<file path="src/rtl/cfg_reg_pkg.sv">
`default_nettype none
// ============================================================================
//  Module      : cfg_reg_pkg
//  Description : Shared types and helpers for the banked serial config register:
//                frame FSM state encoding, header layout, constant clog2.
//  Revision    : 1.0 - initial release
// ============================================================================
package cfg_reg_pkg;

    // Frame FSM state encoding
    typedef enum logic [1:0] {
        ST_IDLE    = 2'd0,
        ST_HDR     = 2'd1,
        ST_PAYLOAD = 2'd2,
        ST_OVERRUN = 2'd3
    } state_e;

    // Header is {WR, ADDR}: one write flag above the bank address
    localparam int WR_FLAG_W = 1;

    function automatic int hdr_width(input int addr_w);
        return WR_FLAG_W + addr_w;
    endfunction

    function automatic int wr_bit_pos(input int addr_w);
        return addr_w;
    endfunction

    function automatic int clog2(input int value);
        int r;
        int v;
        r = 0;
        v = value - 1;
        while (v > 0) begin
            r = r + 1;
            v = v >> 1;
        end
        return r;
    endfunction

endpackage
`default_nettype wire

</file>
<file path="src/rtl/onehot_dec.sv">
`default_nettype none
// ============================================================================
//  Module      : onehot_dec
//  Description : Registered index+enable to one-hot decoder for the analog mux.
//  Revision    : 1.0 - initial release
// ============================================================================
module onehot_dec #(
    parameter int MUXADDR_W = 7
) (
    input  logic                      clk_i,
    input  logic                      rst_n_i,
    input  logic                      en_i,
    input  logic [MUXADDR_W-1:0]      idx_i,
    output logic [2**MUXADDR_W-1:0]   onehot_o
);

    logic [2**MUXADDR_W-1:0] onehot_q;
    logic [2**MUXADDR_W-1:0] onehot_d;

    // Decode: a disabled selector drives no mux input at all
    always_comb begin
        onehot_d = '0;
        if (en_i) begin
            onehot_d[idx_i] = 1'b1;
        end
    end

    // Output register so the mux select is glitch-free
    always_ff @(posedge clk_i or negedge rst_n_i) begin
        if (!rst_n_i) begin
            onehot_q <= '0;
        end else begin
            onehot_q <= onehot_d;
        end
    end

    assign onehot_o = onehot_q;

endmodule
`default_nettype wire

</file>
<file path="src/rtl/cfg_serial_bank_reg.sv">
`default_nettype none
// ============================================================================
//  Module      : cfg_serial_bank_reg
//  Description : Serial (SEL/SDI/SDO) configuration register with NUM_BANKS
//                latched banks, addressed write/readback, exact-length frame
//                checking, error reporting and selectable bit order.
//  Revision    : 1.0 - initial release
// ============================================================================
module cfg_serial_bank_reg
    import cfg_reg_pkg::*;
#(
    parameter int NUM_BANKS = 4,
    parameter int ADDR_W    = 2,
    parameter int BANK_W    = 88,
    parameter int MUXADDR_W = 7,
    parameter int AMUX_BANK = 1,
    parameter int MSB_FIRST = 1
) (
    input  logic                          clk_i,
    input  logic                          rst_n_i,
    input  logic                          sel_i,
    input  logic                          sdi_i,
    output logic                          sdo_o,
    output logic [NUM_BANKS*BANK_W-1:0]   bank_q_o,
    output logic [2**MUXADDR_W-1:0]       amuxsel_o,
    output logic                          wr_done_o,
    output logic                          frame_err_o,
    output logic                          err_o
);

    localparam int HDR_W     = hdr_width(ADDR_W);
    localparam int WR_POS    = wr_bit_pos(ADDR_W);
    localparam int FRAME_LEN = HDR_W + BANK_W;
    localparam int CNT_W     = clog2(FRAME_LEN + 1);

    localparam logic [CNT_W-1:0] CNT_HDR_LAST = CNT_W'(HDR_W - 1);
    localparam logic [CNT_W-1:0] CNT_FRAME    = CNT_W'(FRAME_LEN);
    localparam logic [CNT_W-1:0] CNT_MAX      = '1;

    state_e              state_q, state_d;
    logic [CNT_W-1:0]    cnt_q, cnt_d;
    logic [HDR_W-1:0]    hdr_q, hdr_d;
    logic [BANK_W-1:0]   shadow_q, shadow_d;
    logic [BANK_W-1:0]   rb_q, rb_d, rb_src, rb_src_d;
    logic                rb_first, rb_src_first;
    logic                sdo_q;
    logic                wr_done_q, frame_err_q, err_q;
    logic [BANK_W-1:0]   bank_q [NUM_BANKS];

    logic                take_hdr, hdr_last, take_pay, end_frame;
    logic                w_wr, w_addr_ok, w_exact, w_commit, w_read_ok, w_reject;
    logic [ADDR_W-1:0]   w_addr, w_hdr_addr;

    // Bit-order specific shifting of header, shadow and readback paths
    if (MSB_FIRST != 0) begin : g_msb_first
        assign hdr_d        = {hdr_q[HDR_W-2:0], sdi_i};
        assign shadow_d     = {shadow_q[BANK_W-2:0], sdi_i};
        assign rb_src_first = rb_src[BANK_W-1];
        assign rb_src_d     = {rb_src[BANK_W-2:0], 1'b0};
        assign rb_first     = rb_q[BANK_W-1];
        assign rb_d         = {rb_q[BANK_W-2:0], 1'b0};
    end else begin : g_lsb_first
        assign hdr_d        = {sdi_i, hdr_q[HDR_W-1:1]};
        assign shadow_d     = {sdi_i, shadow_q[BANK_W-1:1]};
        assign rb_src_first = rb_src[0];
        assign rb_src_d     = {1'b0, rb_src[BANK_W-1:1]};
        assign rb_first     = rb_q[0];
        assign rb_d         = {1'b0, rb_q[BANK_W-1:1]};
    end

    // Frame FSM state and bit counter registers
    always_ff @(posedge clk_i or negedge rst_n_i) begin
        if (!rst_n_i) begin
            state_q <= ST_IDLE;
            cnt_q   <= '0;
        end else begin
            state_q <= state_d;
            cnt_q   <= cnt_d;
        end
    end

    // Next state, bit accounting and per-edge strobes
    always_comb begin
        state_d   = state_q;
        cnt_d     = cnt_q;
        take_hdr  = 1'b0;
        hdr_last  = 1'b0;
        take_pay  = 1'b0;
        end_frame = 1'b0;
        if (state_q != ST_IDLE && !sel_i) begin
            end_frame = 1'b1;
            state_d   = ST_IDLE;
            cnt_d     = '0;
        end else begin
            case (state_q)
                ST_IDLE: begin
                    if (sel_i) begin
                        take_hdr = 1'b1;
                        cnt_d    = CNT_W'(1);
                        state_d  = ST_HDR;
                    end
                end
                ST_HDR: begin
                    take_hdr = 1'b1;
                    cnt_d    = cnt_q + 1'b1;
                    if (cnt_q == CNT_HDR_LAST) begin
                        hdr_last = 1'b1;
                        state_d  = ST_PAYLOAD;
                    end
                end
                ST_PAYLOAD: begin
                    cnt_d = cnt_q + 1'b1;
                    if (cnt_q == CNT_FRAME) begin
                        state_d = ST_OVERRUN;
                    end else begin
                        take_pay = 1'b1;
                    end
                end
                ST_OVERRUN: begin
                    cnt_d = (cnt_q == CNT_MAX) ? cnt_q : cnt_q + 1'b1;
                end
                default: begin
                    state_d = ST_IDLE;
                    cnt_d   = '0;
                end
            endcase
        end
    end

    // End-of-frame evaluation on the completed header
    assign w_wr       = hdr_q[WR_POS];
    assign w_addr     = hdr_q[ADDR_W-1:0];
    assign w_hdr_addr = hdr_d[ADDR_W-1:0];
    assign w_addr_ok  = (int'(w_addr) < NUM_BANKS);
    assign w_exact    = (state_q == ST_PAYLOAD) && (cnt_q == CNT_FRAME);
    assign w_commit   = end_frame && w_wr && w_addr_ok && w_exact;
    assign w_read_ok  = end_frame && !w_wr && w_addr_ok && w_exact;
    assign w_reject   = end_frame && !(w_addr_ok && w_exact);

    // Readback source: an out-of-range address reads as all zeros
    always_comb begin
        rb_src = '0;
        for (int b = 0; b < NUM_BANKS; b++) begin
            if (w_hdr_addr == ADDR_W'(b)) begin
                rb_src = bank_q[b];
            end
        end
    end

    // Header/shadow capture, readback shifter, SDO and status flags
    always_ff @(posedge clk_i or negedge rst_n_i) begin
        if (!rst_n_i) begin
            hdr_q       <= '0;
            shadow_q    <= '0;
            rb_q        <= '0;
            sdo_q       <= 1'b0;
            wr_done_q   <= 1'b0;
            frame_err_q <= 1'b0;
            err_q       <= 1'b0;
        end else begin
            if (take_hdr) begin
                hdr_q <= hdr_d;
            end
            if (take_pay) begin
                shadow_q <= shadow_d;
            end
            if (hdr_last) begin
                sdo_q <= rb_src_first;
                rb_q  <= rb_src_d;
            end else if (take_pay) begin
                sdo_q <= rb_first;
                rb_q  <= rb_d;
            end else begin
                sdo_q <= 1'b0;
            end
            wr_done_q   <= w_commit;
            frame_err_q <= w_reject;
            if (w_commit || w_read_ok) begin
                err_q <= 1'b0;
            end else if (w_reject) begin
                err_q <= 1'b1;
            end
        end
    end

    // Latched banks: only a committed write frame changes them
    always_ff @(posedge clk_i or negedge rst_n_i) begin
        if (!rst_n_i) begin
            for (int b = 0; b < NUM_BANKS; b++) begin
                bank_q[b] <= '0;
            end
        end else begin
            for (int b = 0; b < NUM_BANKS; b++) begin
                if (w_commit && (w_addr == ADDR_W'(b))) begin
                    bank_q[b] <= shadow_q;
                end
            end
        end
    end

    for (genvar b = 0; b < NUM_BANKS; b++) begin : g_bank_out
        assign bank_q_o[b*BANK_W +: BANK_W] = bank_q[b];
    end

    onehot_dec #(
        .MUXADDR_W (MUXADDR_W)
    ) u_amux_dec (
        .clk_i    (clk_i),
        .rst_n_i  (rst_n_i),
        .en_i     (bank_q[AMUX_BANK][MUXADDR_W]),
        .idx_i    (bank_q[AMUX_BANK][MUXADDR_W-1:0]),
        .onehot_o (amuxsel_o)
    );

    assign sdo_o       = sdo_q;
    assign wr_done_o   = wr_done_q;
    assign frame_err_o = frame_err_q;
    assign err_o       = err_q;

endmodule
`default_nettype wire

</file>
<file path="config.mk">
export PLATFORM = sky130hd
export DESIGN_NAME = cfg_serial_bank_reg
export DESIGN_NICKNAME = d
export VERILOG_FILES = /design/src/rtl/cfg_reg_pkg.sv /design/src/rtl/onehot_dec.sv /design/src/rtl/cfg_serial_bank_reg.sv
export SDC_FILE = /design/constraint.sdc
export NUM_CORES = 1
export LEC_CHECK = 0
export ABC_AREA = 0
export BUFFER_PORTS_ARGS = -buffer_cell sky130_fd_sc_hd__buf_2
export CELL_PAD_IN_SITES_DETAIL_PLACEMENT = 0
export CELL_PAD_IN_SITES_GLOBAL_PLACEMENT = 1
export CORE_MARGIN = 5
export CORE_UTILIZATION = 25
export CTS_CLUSTER_DIAMETER = 50
export DETAILED_ROUTE_END_ITERATION = 7
export PLACE_DENSITY = 0.6
export SYNTH_ARGS = -nofsm -noshare
export SYNTH_HDL_FRONTEND = slang
export SYNTH_HIERARCHICAL = 1
export SYNTH_SLANG_ARGS = --single-unit
</file>
<file path="constraint.sdc">
create_clock -name clk_i -period 3.2 [get_ports clk_i]
set_clock_uncertainty 0.2 [all_clocks]
set_input_delay 0 -clock clk_i [delete_from_list [all_inputs] [get_ports clk_i]]
set_output_delay 0 -clock clk_i [all_outputs]
set_load 0.02 [all_outputs]
</file>
# After elaboration in Yosys (flattened, before gate mapping)
# Cells that the tools add are included.
# op_classes
add_sub_neg,1
order_cmp,2
eq_ne,16
muxes,32
reduce_logical,26
# ops
cell,count
two-way mux 88 bit,6
two-way mux 128 bit,1
two-way mux 7 bit,3
case mux 7 bit (3 select lines),1
== test 7 bit (second input constant),2
two-way mux 1 bit,14
== test 2 bit (second input constant),6
logical AND 1 bit,12
inequality test 3 bit (second input constant),4
less-than comparator 7 x 8 -> 1 bit (second input constant),1
two-way mux 2 bit,4
adder 7 x 1 -> 7 bit (second input constant),1
demux 1 bit (select 7 bit),1
== test 7 x 2 -> 1 bit (second input constant),1
greater-or-equal comparator 7 x 1 -> 1 bit (second input constant),1
== test 2 x 1 -> 1 bit (second input constant),3
logical NOT 2 bit,3
case mux 2 bit (3 select lines),1
nonzero test 2 bit,3
AND reduction 4 bit,1
nonzero test 4 bit,1
logical NOT 1 bit,3
case mux 1 bit (2 select lines),1
AND reduction 2 bit,1
other kinds (2),2
# word_totals
regBits,672
in_bits,4
output_inout_bits,484
word_cells,91

# Depth between registers and ports, before layout
# Gate-level depths: netlist (run 1).
# depth
depth_word,7
depth_mapped,10
ltp_nobuf,6

# Hierarchy
# Netlist (run 1), hierarchy kept.
# by_module_without_submodules
module,instances,cells_per_inst,area_per_inst_um2
cfg_serial_bank_reg,1,1511,23278.6
onehot_dec,1,311,4055.1

# Worst setup path after synthesis (run 1)
# OpenSTA, ideal clock, no wires.
# synth_timing
kind,flip-flop to flip-flop
start,reg state_q[0]
end,reg bank_q (netlist bit bank_q_o[243])
setup_ns,0.125
arrival_ns,2.302
t_required_ns,2.875
slack_ns,0.573
stages_incl_launch_ff,10
synth_period_minus_slack_ns,2.627
path_cell_list,dfrtp_1 > inv_1 > ha_1 > clkbuf_1 > nor3b_2 > nand4_4 > nor3b_2 > buf_2 > buf_4 > mux2_2
# synth_via
elab_chain_cells,6
word_cells_on_any_way,8
cone_classes,eq/ne: 1; mux: 1; reduce/logical: 6
# synth_rtl
item,line,rtl
"start, declared",cfg_serial_bank_reg.sv:40,"state_e state_q, state_d;"
"start signal, assigned",cfg_serial_bank_reg.sv:77,state_q <= state_d;
nonzero test 2 bit,cfg_serial_bank_reg.sv:90,if (state_q != ST_IDLE && !sel_i) begin
logical AND 1 bit,cfg_serial_bank_reg.sv:90,
two-way mux 1 bit,cfg_serial_bank_reg.sv:90,
logical AND 1 bit,cfg_serial_bank_reg.sv:136,assign w_commit = end_frame && w_wr && w_addr_ok && w_exact;
logical AND 1 bit (*),cfg_serial_bank_reg.sv:136,
logical AND 1 bit (*),cfg_serial_bank_reg.sv:194,if (w_commit && (w_addr == ADDR_W'(b))) begin
"end signal, assigned by index",cfg_serial_bank_reg.sv:195,bank_q[b] <= shadow_q;
"end, declared",cfg_serial_bank_reg.sv:48,logic [BANK_W-1:0] bank_q [NUM_BANKS];
# Every way passes the cells marked *; elsewhere a longest branch is shown, timed or not.
# A chain may end at the register's enable or synchronous reset.

# Worst setup path in the final report (run 1)
# layout_timing
start,reg state_q[0]
end,reg shadow_q[51]
# layout_via
elab_chain_cells,3
word_cells_on_any_way,5
cone_classes,eq/ne: 1; mux: 2; reduce/logical: 2
# layout_rtl
item,line,rtl
== test 2 bit or nonzero test 2 bit (tied branches),"cfg_serial_bank_reg.sv:95, cfg_serial_bank_reg.sv:90",
two-way mux 1 bit or logical AND 1 bit (tied branches),"cfg_serial_bank_reg.sv:95, cfg_serial_bank_reg.sv:90",
two-way mux 1 bit (*),cfg_serial_bank_reg.sv:90,
"end signal, assigned",cfg_serial_bank_reg.sv:165,shadow_q <= shadow_d;
"end, declared",cfg_serial_bank_reg.sv:43,"logic [BANK_W-1:0] shadow_q, shadow_d;"
# Marked as above.

==> flow_metrics.py, run 1 <==
metrics = {
    "sta": {
        "slew-limit-headroom_pct": 28.4,
        "setup-tns-final_ns": 0,
        "tightestPinTransition_ns": 1.07,
        "period_share_pct": 86.4,
        "setup_viol": 0,
        "fmax_ghz": 0.362,
        "hold_viol_final": 0,
        "finalCriticalPeriod_ns": 2.77,
        "rsz0062_at_grt": "false",
        "drv_slew": 0,
    },
    "pwr": {
        "cellPowerDensity_nw_per_um2": 664,
        "fin_total_pwr_mw": 23.3,
        "peakVddDrop_v": 0.000407,
        "p_leak_nw": 18.5,
    },
    "synthesis": {
        "synth-main-ff-cell": "dfrtp_1",
        "ys_ff_latch": 671,
        "synth_edf_count": 0,
        "synth_cells": 1822,
        "synth_top_area_share_pct": 61.4,
        "syn-num-nets": 1832,
        "syn_area_um2": 27300,
        "seq_area_frac_synth_pct": 61.4,
        "yosys.area.top_type": "dfrtp_1",
        "synthDistinctLibCells": 48,
        "ys_warn_count": 6,
        "synthTopCellsByArea": "dfrtp_1 61%, mux2_2 17%, mux4_2 7.3%",
        "synth_area_per_cell_um2": 15.0,
        "async_flop_share_pct": 100,
    },
    "critical_path": {
        "path_class": "reg2reg",
        "r2r_start": "state_q[0]",
        "crit_chain": "inv_1 > ha_1 > buf_4 > nor2_1 > a211o_4 > buf_12 > mux2_2",
        "crit_end": "shadow_q[51]",
        "cp_top_family": "buffers and inverters",
        "critPathLaunchType": "flip-flop",
        "critPathMaxStageDelay_ns": 0.52,
        "path_depth": 7,
        "worstSetupStartpoint": "state_q[0]",
        "critPathBufInv": 3,
        "arrival_ns": 3.11,
        "ff2ff_setup_slack_ns": 0.43,
        "reg2reg_depth": 7,
        "slowest_stage": "a211o_4",
        "worstSetupEndpointType": "flip-flop",
        "worstPathRequired_ns": 3.54,
        "cp_max_fo": 40,
        "timing.rr.end": "shadow_q[51]",
    },
    "cts": {
        "cts_buffer_depth": 3,
        "post_cts_resized": 0,
        "ctsRootBufferMaster": "clkbuf_16",
        "clk_latency_ns": 0.67,
        "cts-htree-levels": 3,
        "clk_pin_slew_worst_paths_ns": 0.06,
        "tritoncts": "built",
        "clock_sinks": 671,
        "cts_buffers": 94,
    },
    "die": {
        "num_rows": 121,
        "io_pins": 488,
        "die_w_um": 341,
        "start_util_pct": 25.1,
        "die_area_um2": 116000,
        "die_h_um": 341,
        "coreArea_um2": 109000,
    },
    "layout": {
        "n_antenna_cell": 0,
        "fin_util_pct": 32.3,
        "final_nets": 2352,
        "drive_gt1_share_pct": 51.9,
        "n_fill_cell": 10700,
        "synthToLayoutAreaGrowth_pct": 28.5,
    },
    "drt": {
        "drt_iter0_drc": 587,
        "drc": 0,
        "routed_wl_mm": 83.6,
        "antenna_left": 0,
        "viasPerCell": 4.52,
        "routed-via-count": 17300,
        "drt-wirelength-per-cell_um": 21.8,
        "drtPass1Iterations": 5,
    },
    "status": {
        "outcome": "complete, no violations",
    },
    "global_route": {
        "grt_pass1_wl_mm": 127,
        "grt_pass1_vias": 19200,
        "antenna_found_initial": 1,
        "grt_max_degree": 118,
        "grt.total_usage_pct": 14.2,
        "overflow": 0,
    },
    "placement": {
        "place_hpwl_mm": 57.8,
        "place_congestion": 0.781,
        "port_buffers": 487,
    },
    "min_path": {
        "hold_class": "in2reg",
    },
    "flow_run": {
        "cap_violations": 0,
    },
}
-- tightest hold or removal path, stage by stage --
cell and delay (ns):
dlygate4sd3_1 0.55, buf_2 0.20, nand2_1 0.11, o21ai_0 0.09
-- cells by family after synthesis --
kind of cell             Yosys count  synth area share, %
multiplexers                     618                 29.0
AO/OA/AOI/OAI                    109                 2.18
XOR/XNOR                           4                0.128
buffers and inverters            138                 2.34
AND/OR/NAND/NOR                  275                 4.65
flip-flops                       671                 61.4
adder cells (fa/ha/maj)            7                0.311
-- power by group --
part	total (mW)	switching, mW	leakage [nW]	internal [mW]
Sequential	9.67	0.521	9.22	9.15
Clock	10.9	4.24	1.61	6.61
Combinational	2.81	1.53	7.71	1.28
-- cells in the mapped netlist (all sizes together) (2+ instances only) --
| cell type | instances |
|---|---|
| nand4bb | 9 |
| inv | 8 |
| nand4 | 6 |
| nand4b | 7 |
| o21ai | 3 |
| mux2i | 87 |
| ha | 6 |
| nor3b | 3 |
| o311ai | 3 |
| mux4 | 88 |
| nand3 | 3 |
| a21oi | 89 |
| or3 | 3 |
| and3 | 2 |
| o2111ai | 2 |
| a31oi | 3 |
| mux2 | 443 |
| or4b | 5 |
| o31ai | 2 |
| buf | 66 |
| nand2 | 8 |
| xor2 | 3 |
| a21o | 2 |
| dfrtp | 671 |
| clkbuf | 64 |
| nor2 | 221 |
-- cells in the final DEF, fill, tap and decap left out, drive strengths merged, types with 2 or more instances in the layout --
cell	netlist	routed
bufinv	0	11
nor2	221	221
mux4	88	88
clkbuf	64	113
a21oi	89	89
nor3b	3	3
and3	2	2
o311ai	3	3
nand3	3	3
o2111ai	2	2
o31ai	2	2
ha	6	6
nand2	8	8
mux2	443	443
nand4	6	6
a21o	2	2
dlygate4sd3	0	4
nand4b	7	7
dfrtp	671	671
mux2i	87	87
or3	3	3
o21ai	3	3
xor2	3	3
buf	66	550
clkinvlp	0	8
or4b	5	5
clkinv	0	20
a31oi	3	3
inv	8	28
nand4bb	9	9
-- how the worst min path moves through the flow --
stage                        from       endpoint  slack (ns)  depth (start not counted)
after global routing        sel_i       cnt_q[0]        0.12                          4
final                       sel_i       cnt_q[2]        0.14                          4
after CTS                   sel_i       cnt_q[0]        0.07                          4
after floorplan           rst_n_i    bank_q_o[0]       -0.50                          0
after global placement    rst_n_i  bank_q_o[127]       -0.35                          1
after detailed placement  rst_n_i   bank_q_o[39]       -0.34                          1
-- registers in the layout, indices dropped and copies added (netlist names) --
| register | cells |
|---|---|
| bank_q_o | 352 |
| cnt_q | 7 |
| err_o | 1 |
| frame_err_o | 1 |
| hdr_q | 3 |
| rb_q | 87 |
| sdo_o | 1 |
| shadow_q | 88 |
| state_q | 2 |
| u_amux_dec/onehot_o | 128 |
| wr_done_o | 1 |
-- layer usage --
layer  GRT usage (%)  vias up  share of wire (%)
met4            5.48        0                3.7
met5               0        -                  0
met3            4.20      165                6.6
li1                -     7584                  -
met2            23.6      500                 48
met1            17.6     9082                 41
-- repair_timing --
action / CTS / global route
endpoints found under the hold margin: 689 / 0
setup buffers: 0 / 0
hold buffers: 5 / 0
-- stage by stage --
step,area [um^2],hold WS [ns],std cells,setup WS [ns]
after floorplan,27300,-0.496,1822,0.573
after global placement,31700,-0.351,3655,0.416
after detailed placement,31700,-0.340,3655,0.405
after CTS,35100,0.0731,3832,0.363
after global routing,35100,0.123,3832,0.264
final,35100,0.138,3832,0.434
-- final cells by class --
| type | count | area [um^2] | area share (%) |
|---|---|---|---|
| Clock inverter | 59 | 841 | 2.39 |
| Sequential cell | 671 | 16800 | 47.8 |
| Multi-Input combinational cell | 1013 | 9930 | 28.3 |
| Inverter | 8 | 30.0 | 0.0855 |
| Tap cell | 1414 | 1770 | 5.04 |
| Clock buffer | 113 | 2490 | 7.10 |
| Timing Repair Buffer | 554 | 3270 | 9.30 |
Note: power is estimated with default switching activity, not from simulation.
==> run 2, diff against run 1 <==
--- a/config.mk
+++ b/config.mk
@@ -9,6 +9,7 @@
 export BUFFER_PORTS_ARGS = -buffer_cell sky130_fd_sc_hd__buf_2
 export CELL_PAD_IN_SITES_DETAIL_PLACEMENT = 0
 export CELL_PAD_IN_SITES_GLOBAL_PLACEMENT = 1
+export CORE_ASPECT_RATIO = 1.5
 export CORE_MARGIN = 5
 export CORE_UTILIZATION = 25
 export CTS_CLUSTER_DIAMETER = 50
==> run 2 against run 1 <==
Cell count down 0.52%. Worst hold slack improved by 0.022 ns. Register-to-register slack worse by 0.12 ns. Sequential share of layout area rose by 0.85 points. Power is 8.0% lower. Die area increased by 0.12%. Cell area is 1.7% lower. Critical path type unchanged. Largest cell class unchanged.
==> flow_metrics.py, run 2 (synthesized netlist as in run 1, its figures left out) <==
metrics = {
    "sta": {
        "slew-limit-headroom_pct": 39.3,
        "drv_slew": 0,
        "tightestPinTransition_ns": 0.906,
        "period_share_pct": 90.1,
        "finalCriticalPeriod_ns": 2.88,
        "fmax_ghz": 0.347,
        "setup_slack_ns": 0.317,
        "holdWs_ns": 0.160,
        "rsz0062_at_grt": "false",
        "setup_viol": 0,
        "setup-tns-final_ns": 0,
        "hold_viol_final": 0,
    },
    "layout": {
        "synthToLayoutAreaGrowth_pct": 26.3,
        "n_fill_cell": 11000,
        "layout_commonest_cell": "dfrtp_1",
        "drive_gt1_share_pct": 51.6,
        "largest_reg_flops": 352,
        "n_antenna_cell": 0,
        "mostFrequentLayoutCells": "670 x dfrtp_1, 485 x buf_2, 423 x mux2_2",
        "final_nets": 2343,
    },
    "drt": {
        "drtPass1Iterations": 5,
        "drt_iter0_drc": 855,
        "drt-wirelength-per-cell_um": 21.6,
        "routed_wl_mm": 82.3,
        "viasPerCell": 4.50,
        "routed-via-count": 17200,
        "antenna_left": 0,
        "drc": 0,
    },
    "cts": {
        "cts_buffers": 76,
        "tritoncts": "built",
        "clock_sinks": 671,
        "clk_latency_ns": 0.64,
        "clk_pin_slew_worst_paths_ns": 0.06,
        "cts_buffer_depth": 3,
        "ctsRootBufferMaster": "clkbuf_16",
        "cts-htree-levels": 3,
    },
    "critical_path": {
        "r2r_start": "state_q[0]",
        "crit_chain": "inv_1 > ha_1 > nor3b_2 > nand4_4 > nor3b_4 > buf_12 > buf_12 > mux2_2",
        "timing.rr.end": "bank_q_o[197]",
        "worstSetupStartpoint": "state_q[0]",
        "arrival_ns": 3.19,
        "crit_end": "bank_q_o[197]",
        "cp_max_fo": 25,
        "slowest_stage": "dfrtp_1",
        "critPathMaxStageDelay_ns": 0.41,
        "reg2reg_depth": 8,
        "worstSetupEndpointType": "flip-flop",
        "cpMostUsedCell": "buf_12",
        "ff2ff_setup_slack_ns": 0.32,
        "path_class": "reg2reg",
        "worstPathRequired_ns": 3.51,
        "critPathLaunchType": "flip-flop",
    },
    "die": {
        "die_area_um2": 116000,
        "die_h_um": 415,
        "start_util_pct": 25.2,
        "num_rows": 148,
        "io_pins": 488,
        "die_w_um": 280,
        "coreArea_um2": 109000,
    },
    "pwr": {
        "p_int_mw": 15.7,
        "p_leak_nw": 18.2,
        "p_comb_share_pct": 13.1,
        "power.switching_mw": 5.78,
        "switching_share_pct": 26.9,
        "fin_total_pwr_mw": 21.5,
        "peakVddDrop_v": 0.000386,
        "seq_power_share_pct": 45.1,
        "cellPowerDensity_nw_per_um2": 622,
        "clock_power_share_pct": 41.7,
    },
    "min_path": {
        "hold_class": "in2reg",
    },
    "global_route": {
        "antenna_found_initial": 1,
        "grt_max_degree": 96,
        "met3_usage_pct": 3.32,
        "overflow": 0,
        "grt_pass1_wl_mm": 125,
        "gr-usage-met1_pct": 16.3,
        "grt.busiest_layer": "met2",
        "grt.total_usage_pct": 13.9,
        "gr-usage-met2_pct": 25.1,
        "grt_pass1_vias": 18900,
    },
    "placement": {
        "place_hpwl_mm": 57.5,
        "place_congestion": 0.791,
        "port_buffers": 487,
        "dp_slack_ns": 0.332,
    },
    "status": {
        "outcome": "complete, no violations",
    },
    "flow_run": {
        "cap_violations": 0,
    },
}
[run 2: changes by cell type in the layout (fill, tap and decap cells not counted), moves of 6 or more]
cell / change
buf_4: +6
clkbuf_16: -17
bufinv_16: -6
clkbuf_1: -9
clkbuf_8: +8
clkinv_2: -7
[run 2: repair_timing]
item | in CTS | in global routing
buffers inserted | 0 | 0
resized for setup | 0 | 0
hold endpoints to repair | 608 | 0
hold buffers | 4 | 0
[run 2: power by group through the flow]
stage | Combinational [mW] | Clock (mW) | Sequential [mW]
floorplan | 2.01 | 0 | 9.59
global placement | 2.81 | 0 | 9.83
detailed placement | 2.89 | 0 | 9.85
CTS | 2.90 | 9.27 | 9.70
global route | 3.13 | 9.56 | 9.77
finish | 2.82 | 8.96 | 9.68
[run 2: cell type report]
type	count	area [um^2]	share of cell area, %
sequential	671	16800	48.7
tap	1425	1780	5.17
timing repair buffer	563	3370	9.77
inverter	8	30.0	0.0870
clock inverter	37	459	1.33
clock buffer	95	2140	6.21
multi-input combinational	1013	9930	28.8
[run 2: metrics by stage]
step           instance area [um^2]  util, %  cells
5_1_grt                       34500     31.8   3812
2_1_floorplan                 27300        -   1822
3_3_place_gp                  31900     29.4   3676
4_1_cts                       34500     31.8   3812
6_report                      34500     31.8   3812
3_5_place_dp                  31900     29.4   3676
[run 2: critical path, delay by kind of cell (launching register included)]
| family | cells | cell delay [ns] |
|---|---|---|
| and+or+nand+nor | 3 | 0.76 |
| buffers and inverters | 3 | 0.62 |
| DFF | 1 | 0.41 |
| muxes | 1 | 0.36 |
| adders and majority gates | 1 | 0.34 |
[run 2: per-layer routing]
layer  wire [um]  part of all wire [%]  vias up
met5           0                     0        -
met4        2150                   2.6        0
met3        4680                   5.7      125
met2       43300                    53      471
met1       32200                    39     9037
li1            -                     -     7538
[run 2: worst min-delay path by stage]
stage	from	to	slack [ns]	cells past startpoint
2_1_floorplan	rst_n_i	bank_q_o[0]	-0.50	0
6_report	sel_i	cnt_q[2]	0.16	4
3_5_place_dp	rst_n_i	rb_q[15]	-0.08	1
3_3_place_gp	rst_n_i	rb_q[15]	-0.08	1
4_1_cts	sel_i	cnt_q[2]	0.1	4
5_1_grt	sel_i	state_q[0]	0.14	4
==> run 3, diff against run 2 <==
--- a/config.mk
+++ b/config.mk
@@ -15,6 +15,7 @@
 export CTS_CLUSTER_DIAMETER = 50
 export DETAILED_ROUTE_END_ITERATION = 7
 export PLACE_DENSITY = 0.6
+export REMOVE_ABC_BUFFERS = 1
 export SYNTH_ARGS = -nofsm -noshare
 export SYNTH_HDL_FRONTEND = slang
 export SYNTH_HIERARCHICAL = 1
==> run 3 against run 2 <==
Sequential power increased by 0.8%. Fmax increased by 1.5%. Power increased by 3.0%. Die area unchanged. Count of clock-buffer cells in the layout unchanged. Sequential share of layout area decreased by 0.38 points. Flip-flop and latch count unchanged. Highest routed layer unchanged. Via count increased by 0.38%. Largest power group unchanged. Core utilization increased by 0.25 points.
==> flow_metrics.py, run 3 (synthesized netlist as in run 1, its figures left out) <==
metrics = {
    "min_path": {
        "min_to": "state_q[0]",
        "min_path_cells": 4,
        "hold_class": "in2reg",
        "min_from": "sel_i",
    },
    "cts": {
        "cts_hold_buf": 5,
        "clk_latency_ns": 0.65,
        "cts_buffers": 79,
        "clock_sinks": 671,
        "post_cts_resized": 0,
        "cts-htree-levels": 3,
        "tritoncts": "built",
        "cts_buffer_depth": 3,
        "ctsRootBufferMaster": "clkbuf_16",
        "cts_setup_buffers": 0,
        "clk_pin_slew_worst_paths_ns": 0.06,
    },
    "sta": {
        "setup_viol": 0,
        "fmax_ghz": 0.352,
        "tightestPinTransition_ns": 0.871,
        "period_share_pct": 88.8,
        "rsz0062_at_grt": "false",
        "slew-limit-headroom_pct": 42.0,
        "drv_slew": 0,
        "setup_slack_ns": 0.359,
        "finalCriticalPeriod_ns": 2.84,
        "hold_viol_final": 0,
    },
    "drt": {
        "antenna_left": 0,
        "drtPass1Iterations": 5,
        "viasPerCell": 4.50,
        "drt_iter0_drc": 800,
        "drc": 0,
        "routed-via-count": 17200,
        "routed_wl_mm": 84.7,
        "drt-wirelength-per-cell_um": 22.1,
    },
    "layout": {
        "final_nets": 2348,
        "seqCellArea_um2": 16800,
        "n_fill_cell": 10900,
        "mostFrequentLayoutCells": "670 x dfrtp_1, 485 x buf_2, 423 x mux2_2",
        "fin_cells": 3828,
        "multi_input_comb_area_um2": 9930,
        "drive_gt1_share_pct": 51.7,
        "synthToLayoutAreaGrowth_pct": 27.3,
        "largest_reg_flops": 352,
        "fin_util_pct": 32.1,
        "layout_commonest_cell": "dfrtp_1",
        "design_area_um2": 34800,
    },
    "critical_path": {
        "critPathLaunchType": "flip-flop",
        "r2r_start": "state_q[0]",
        "critPathMaxStageDelay_ns": 0.40,
        "crit_chain": "inv_1 > ha_1 > nor3b_2 > nand4_4 > nor3b_4 > buf_12 > buf_12 > mux2_2",
        "reg2reg_depth": 8,
        "timing.rr.end": "bank_q_o[263]",
        "cp_max_fo": 22,
        "ff2ff_setup_slack_ns": 0.36,
        "worstPathRequired_ns": 3.51,
        "path_class": "reg2reg",
        "slowest_stage": "dfrtp_1",
        "arrival_ns": 3.15,
        "worstSetupEndpointType": "flip-flop",
        "cpMostUsedCell": "buf_12",
    },
    "global_route": {
        "grt_max_degree": 83,
        "grt_pass1_vias": 19100,
        "antenna_found_initial": 0,
        "grt_pass1_wl_mm": 128,
        "overflow": 0,
        "grt.total_usage_pct": 14.3,
    },
    "status": {
        "outcome": "complete, no violations",
    },
    "flow_run": {
        "cap_violations": 0,
    },
    "die": {
        "io_pins": 488,
        "coreArea_um2": 109000,
        "start_util_pct": 25.2,
        "die_area_um2": 116000,
        "die_h_um": 415,
        "num_rows": 148,
        "die_w_um": 280,
    },
    "pwr": {
        "fin_total_pwr_mw": 22.1,
        "peakVddDrop_v": 0.000427,
        "cellPowerDensity_nw_per_um2": 636,
        "p_leak_nw": 18.4,
    },
    "placement": {
        "dp.cells": 3677,
        "port_buffers": 487,
        "dpl_cell_area_um2": 31900,
        "dp_slack_ns": 0.352,
        "place_hpwl_mm": 58.9,
        "place_congestion": 0.811,
    },
}
[run 3: changes by cell type in the layout (fill, tap and decap cells not counted), sizes merged]
cell      previous run  this run
clkinv               9        27
clkinvlp             9         2
bufinv               5        10
inv                 22        18
buf                559       561
diode                0         2
[run 3: how the worst max path moves through the flow]
stage,start,end,slack (ns),depth (start not counted)
after global routing,state_q[1],bank_q_o[170],0.19,8
after CTS,state_q[1],bank_q_o[263],0.33,8
after global placement,state_q[0],bank_q_o[262],0.40,8
after floorplan,hdr_q[0],bank_q_o[100],-3.38,2
after detailed placement,state_q[0],bank_q_o[263],0.35,8
final,state_q[0],bank_q_o[263],0.36,8
[run 3: where the power goes]
part	total [mW]	internal, mW	switching (mW)
Combinational	2.80	1.30	1.50
Sequential	9.76	9.14	0.620
Clock	9.55	5.66	3.89
[run 3: stage by stage]
step | hold slack, ns | TNS (ns)
after floorplan | -0.496 | -1459.69
after global placement | -0.0482 | 0
after detailed placement | -0.0463 | 0
after CTS | 0.0824 | 0
after global routing | 0.152 | 0
final | 0.173 | 0
[run 3: critical path, delay by kind of cell, from the launching register on]
kind                       cells  cell delay, ns
and+or+nand+nor                3            0.86
buffers and inverters          3            0.53
DFF                            1            0.40
muxes                          1            0.36
adders and majority gates      1            0.34
[run 3: cell type report]
cell class | count | area share (%)
Sequential cell | 671 | 48.3
Clock buffer | 95 | 6.08
Timing Repair Buffer | 565 | 9.86
Inverter | 8 | 0.0863
Multi-Input combinational cell | 1013 | 28.6
Antenna cell | 2 | 0.0144
Tap cell | 1425 | 5.12
Clock inverter | 49 | 2.00
[run 3: routing by layer]
metal	vias to the layer above	routed length (um)	part of all wire [%]	global-route usage, %
met5	-	0	0	0
met4	0	2870	3.4	5.50
met3	129	4950	5.8	3.34
met2	561	43300	51	25.1
met1	8978	33600	40	17.0
li1	7568	-	-	-
